File: src/rtl/fft_ctrl_pkg.sv
// Shared definitions for the SDF FFT stage controllers.
// Mode encoding matches the stage datapath and twiddle ROM.
package fft_ctrl_pkg;

  localparam logic [1:0] MODE_LOAD = 2'd0;
  localparam logic [1:0] MODE_BFLY = 2'd1;
  localparam logic [1:0] MODE_TWID = 2'd2;

  typedef enum logic [1:0] {
    ST_IDLE,
    ST_FILL,
    ST_RUN,
    ST_DRAIN
  } state_e;

  // ROM entry HALF+k holds W^k, so the twiddle region starts at HALF
  function automatic int unsigned twid_base(input int unsigned half);
    return half;
  endfunction

endpackage

File: src/rtl/sdf_stage_ctrl.sv
// Sample counter and sequencer for one radix-2 SDF FFT stage.
// Drives butterfly mode and twiddle address; drains on flush.
module sdf_stage_ctrl
  import fft_ctrl_pkg::*;
#(
  parameter int HALF = 32,
  parameter int AW   = 6
) (
  input  logic          clk,
  input  logic          rst,
  input  logic          in_valid,
  input  logic          flush,
  output logic          in_ready,
  output logic [1:0]    bf_mode,
  output logic [AW-1:0] rom_addr,
  output logic          out_valid,
  output logic          out_first,
  output logic          drain,
  output logic          blk_done,
  output logic          ovf
);

  localparam logic [AW-1:0] HALF_A  = AW'(twid_base(HALF));
  localparam logic [AW-1:0] HALF_M1 = AW'(HALF - 1);
  localparam logic [AW-1:0] LAST    = AW'(2 * HALF - 1);

  state_e        state_q, state_d;
  logic [AW-1:0] cnt_q, cnt_d;
  logic [AW-1:0] dcnt_q, dcnt_d;
  logic          pend_q, pend_d;
  logic [1:0]    mode_q, mode_d;
  logic [AW-1:0] rom_q, rom_d;
  logic          ov_q, ov_d;
  logic          of_q, of_d;
  logic          dr_q, dr_d;
  logic          bd_q, bd_d;
  logic          ovf_q, ovf_d;
  logic          acc;
  logic          fl;

  assign in_ready = (state_q != ST_DRAIN);
  assign acc      = in_valid && in_ready;
  assign fl       = pend_q || flush;

  always_comb begin
    state_d = state_q;
    cnt_d   = cnt_q;
    dcnt_d  = dcnt_q;
    pend_d  = pend_q;
    mode_d  = mode_q;
    rom_d   = rom_q;
    ov_d    = 1'b0;
    of_d    = 1'b0;
    dr_d    = 1'b0;
    bd_d    = 1'b0;
    ovf_d   = ovf_q;
    unique case (state_q)
      ST_IDLE: begin
        if (acc) begin
          cnt_d   = AW'(1);
          state_d = ST_FILL;
          mode_d  = MODE_LOAD;
          rom_d   = '0;
        end
      end
      ST_FILL: begin
        pend_d = fl;
        if (acc) begin
          mode_d = MODE_LOAD;
          rom_d  = '0;
          cnt_d  = cnt_q + AW'(1);
          if (cnt_q == HALF_M1)
            state_d = ST_RUN;
        end
      end
      ST_RUN: begin
        pend_d = fl;
        if (acc) begin
          ov_d = 1'b1;
          if (cnt_q >= HALF_A) begin
            mode_d = MODE_BFLY;
            rom_d  = '0;
            of_d   = (cnt_q == HALF_A);
          end else begin
            mode_d = MODE_TWID;
            rom_d  = HALF_A + cnt_q;
          end
          cnt_d = cnt_q + AW'(1);
          if (cnt_q == LAST) begin
            bd_d = 1'b1;
            if (fl) begin
              state_d = ST_DRAIN;
              dcnt_d  = '0;
              pend_d  = 1'b0;
            end
          end
        end else if (cnt_q == '0 && fl) begin
          // pending flush at a block boundary with no sample waiting
          state_d = ST_DRAIN;
          dcnt_d  = '0;
          pend_d  = 1'b0;
        end
      end
      ST_DRAIN: begin
        mode_d = MODE_TWID;
        rom_d  = HALF_A + dcnt_q;
        ov_d   = 1'b1;
        dr_d   = 1'b1;
        if (in_valid)
          ovf_d = 1'b1;
        dcnt_d = dcnt_q + AW'(1);
        if (dcnt_q == HALF_M1) begin
          state_d = ST_IDLE;
          cnt_d   = '0;
        end
      end
      default: state_d = ST_IDLE;
    endcase
  end

  always_ff @(posedge clk) begin
    if (rst) begin
      state_q <= ST_IDLE;
      cnt_q   <= '0;
      dcnt_q  <= '0;
      pend_q  <= 1'b0;
      mode_q  <= MODE_LOAD;
      rom_q   <= '0;
      ov_q    <= 1'b0;
      of_q    <= 1'b0;
      dr_q    <= 1'b0;
      bd_q    <= 1'b0;
      ovf_q   <= 1'b0;
    end else begin
      state_q <= state_d;
      cnt_q   <= cnt_d;
      dcnt_q  <= dcnt_d;
      pend_q  <= pend_d;
      mode_q  <= mode_d;
      rom_q   <= rom_d;
      ov_q    <= ov_d;
      of_q    <= of_d;
      dr_q    <= dr_d;
      bd_q    <= bd_d;
      ovf_q   <= ovf_d;
    end
  end

  assign bf_mode   = mode_q;
  assign rom_addr  = rom_q;
  assign out_valid = ov_q;
  assign out_first = of_q;
  assign drain     = dr_q;
  assign blk_done  = bd_q;
  assign ovf       = ovf_q;

endmodule

File: config.mk
export PLATFORM = sky130hd
export DESIGN_NAME = sdf_stage_ctrl
export DESIGN_NICKNAME = d
export VERILOG_FILES = /design/src/rtl/fft_ctrl_pkg.sv /design/src/rtl/sdf_stage_ctrl.sv
export SDC_FILE = /design/constraint.sdc
export NUM_CORES = 1
export LEC_CHECK = 0
export ABC_AREA = 1
export BUFFER_PORTS_ARGS = -buffer_cell sky130_fd_sc_hd__buf_2
export CAP_MARGIN = 20
export CORE_MARGIN = 5
export CORE_UTILIZATION = 50
export CTS_CLUSTER_DIAMETER = 50
export CTS_CLUSTER_SIZE = 20
export DETAILED_ROUTE_END_ITERATION = 12
export PLACE_DENSITY = 0.7
export SLEW_MARGIN = 30
export SYNTH_ARGS = -nofsm -noshare
export SYNTH_HDL_FRONTEND = slang
export SYNTH_SLANG_ARGS = --single-unit
export TNS_END_PERCENT = 30
File: constraint.sdc
create_clock -name clk -period 3.55 [get_ports clk]
set_clock_uncertainty 0.1 [all_clocks]
set_input_delay 0.355 -clock clk [delete_from_list [all_inputs] [get_ports clk]]
set_output_delay 0.355 -clock clk [all_outputs]
set_load 0.01 [all_outputs]
==> metrics.md <==
| Metric | Value |
|---|---|
| Status | finished, final reports clean |
| Largest net degree at the start of global routing | 18 |
| H-tree depth | 1 |
| Compound-gate portion of the synthesized area | between 10% and 20% |
| Post-synthesis adder-cell area fraction | roughly 6.6% |
| Pin slew with the least headroom to its limit | about 0.51 ns |
| Cts hold-fix bufs | 0 |
| Proportion of layout cells with a drive suffix above 1 | 20.1% |
| Number of global-route vias before repair | 1235 |
| Nets | approximately 240 |
| TritonCTS clock tree | built |
| Syn Inst Count | ~210 |
| Worst setup SP type | register |
| Number of buffers created by CTS | 3 |
| Initial antenna violation count | 0 |
| Die width | between 60 and 70 um |
| Top cells by area, synth | dfxtp_1, nand2_1, ha_1 |
| Initial DRC Count | 110 |
| WS Path Type | reg2out |
| GRT Util Overall | 15.7% |
| VDD IR max | around 280 uV |
| HPWL after DPL | 2.45 mm |
| Critical path endpoint category | primary output |
| Area added between synthesis and finish | 9.02% |
| Tcrit/Tclk final | a little under three fifths |
| Final wirelength | about 3.2 mm |
| Synth warn | 0 |
| RSZ-0062 raised after global routing | no |
| CTS Root Cell | clkbuf_4 |
| Total grt overflow | 0 |
| Mux cell area share after synthesis | 0% |
| TritonRoute pass-1 iters | 4 |
| Core ar. | approximately 3000 um2 |
| N_diodes | 0 |
| Mean Syn Cell Area | between 7 and 8 um2 |
| Lkg Pwr | between 0.6 and 0.7 nW |
| Clock Tree Buf Depth | 2 |
| Port bufs | 17 |
| Post-layout min period | between 1.5 and 2 ns |
| # rows | 20 |
| Most numerous cell in the Yosys netlist | nand2_1 |
| Fmax | roughly 510 MHz |
| Cts repair resizes | 0 |
| DRC errors left | 0 |
| Max_slew headroom | 65.7% |
| Setup_tns | 0 ns |
| Synth Area in XOR/XNOR | approximately 1.1% |
| Final setup fails | 0 |
| Mapped Area | 1530 um2 |
| Register area share after synthesis | 36.7% |
| Starting Density | between 50% and 60% |
| Syn Nets | approximately 220 |
| RePlAce Congestion | 0.862 |
| Main synth FF type | dfxtp_1 |
| Post-synth EDFFs | 0 |
| Crit path max fanout | 14 |
| Postcts setup bufs | 0 |
| Yosys top cell by area | dfxtp_1 |
| DRT antenna net count | 0 |
| Synth top cells by count | nand2_1, dfxtp_1, nor2_1 |
| Synthesized flop and latch total | 28 |
| Die Height | approximately 65 um |
| Largest family of logic cells by synthesized area | simple AND/OR/NAND/NOR gates |
| Sink Count | 28 |
| Worst skew pair latency | 0.33 ns |
| Final Hold Slack | between 0.2 and 0.25 ns |
| Hold Path Class | in2reg |
| I/O pin count | 18 |
| Final slew viol count | 0 |
| WP data arrival | 1.52 ns |
| Post-DR vias/cell | ~5.3 |
| Clock-pin slew on the worst setup and hold paths | 0.15 ns |
| Top-area cell type share of the netlist area | about 37% |
| Post-Synth Simple-Gate Area | between 30% and 40% |
| First-pass GRT wire length | 5.34 mm |
| CP required | a little over 3 ns |
| WL/cell | 12.3 um |
| Via Count | about 1400 |
| Maxcap violations | 0 |
| Synth async-reset ratio | 0% |
| Netlist cell types | 32 |
| Final Hold Fails | 0 |
| Power per Cell Area | around 630 nW/um2 |
| Total die area | 4260 um2 |
[cell families after synthesis]
logic type / count (synthesis)
simple gates: 101
compound gates: 42
buf+inv: 28
flops: 28
fa+ha+maj: 8
xor+xnor: 2
[metal layers]
metal	track usage [%]	wire [um]	vias up
li1	-	-	716
met1	20.4	1550	620
met2	26.7	1500	23
met3	2.22	107	4
met4	4.92	19	0
met5	0	0	-
[worst paths after layout]
path	start	end	slack (ns)	cells after the start
hold reg to reg	bf_mode[0]	bf_mode[0]	0.38	2
setup reg to reg	state_q[0]	cnt_q[4]	1.64	8
hold / removal	rst	dcnt_q[5]	0.22	2
setup / recovery	state_q[0]	in_ready	1.57	3
[where the power goes]
part	switching, mW	total (mW)	internal [mW]
clock	0.0966	0.211	0.114
combinational	0.284	0.435	0.152
sequential	0.0376	0.406	0.369
[state kept, by name (all words and copies together) (netlist names)]
name	flops
state_q	2
drain	1
bf_mode	2
dcnt_q	6
cnt_q	6
out_first	1
ovf	1
rom_addr	6
blk_done	1
out_valid	1
pend_q	1
[final cells by class]
cell class | instances | area [um2]
fill | 303 | 1310
multi-input combinational | 153 | 840
sequential | 28 | 561
timing repair buffer | 17 | 85.1
inverter | 22 | 85.1
tap | 33 | 41.3
clock inverter | 1 | 30.0
clock buffer | 3 | 22.5
[critical path: stages, from the launching register on]
cell,delay [ns]
dfxtp_1,0.41
ha_1,0.46
inv_4,0.15
buf_2,0.18
[stage by stage]
stage               utilization, %  cell area (um2)  power [mW]  worst slack, ns  instances
global route                  55.9             1660        1.14             1.48        257
detailed placement            54.1             1610       0.847             1.66        253
global placement              54.1             1610       0.843             1.71        253
floorplan                        -             1530       0.758             1.98        209
CTS                           55.9             1660        1.06             1.56        257
finish                        55.9             1660        1.05             1.57        257
[layout by cell type (no fill, tap or decap), types with 2 or more instances in the layout]
master | synthesis | layout
inv_2 | 3 | 3
nand3_2 | 3 | 3
nand2_1 | 42 | 42
o21ai_2 | 2 | 2
a31oi_1 | 5 | 5
o21ai_0 | 8 | 8
nor2_1 | 26 | 26
a21oi_2 | 2 | 2
nor2_2 | 4 | 4
buf_2 | 3 | 17
nand3_1 | 11 | 11
nand4_1 | 4 | 4
nand2_2 | 4 | 4
ha_1 | 8 | 8
dfxtp_1 | 28 | 28
o21ai_1 | 6 | 6
nor2_4 | 3 | 3
o22ai_1 | 2 | 2
a21oi_1 | 14 | 14
clkbuf_4 | 0 | 3
inv_1 | 18 | 18
Power figures use the tool's default switching activity.
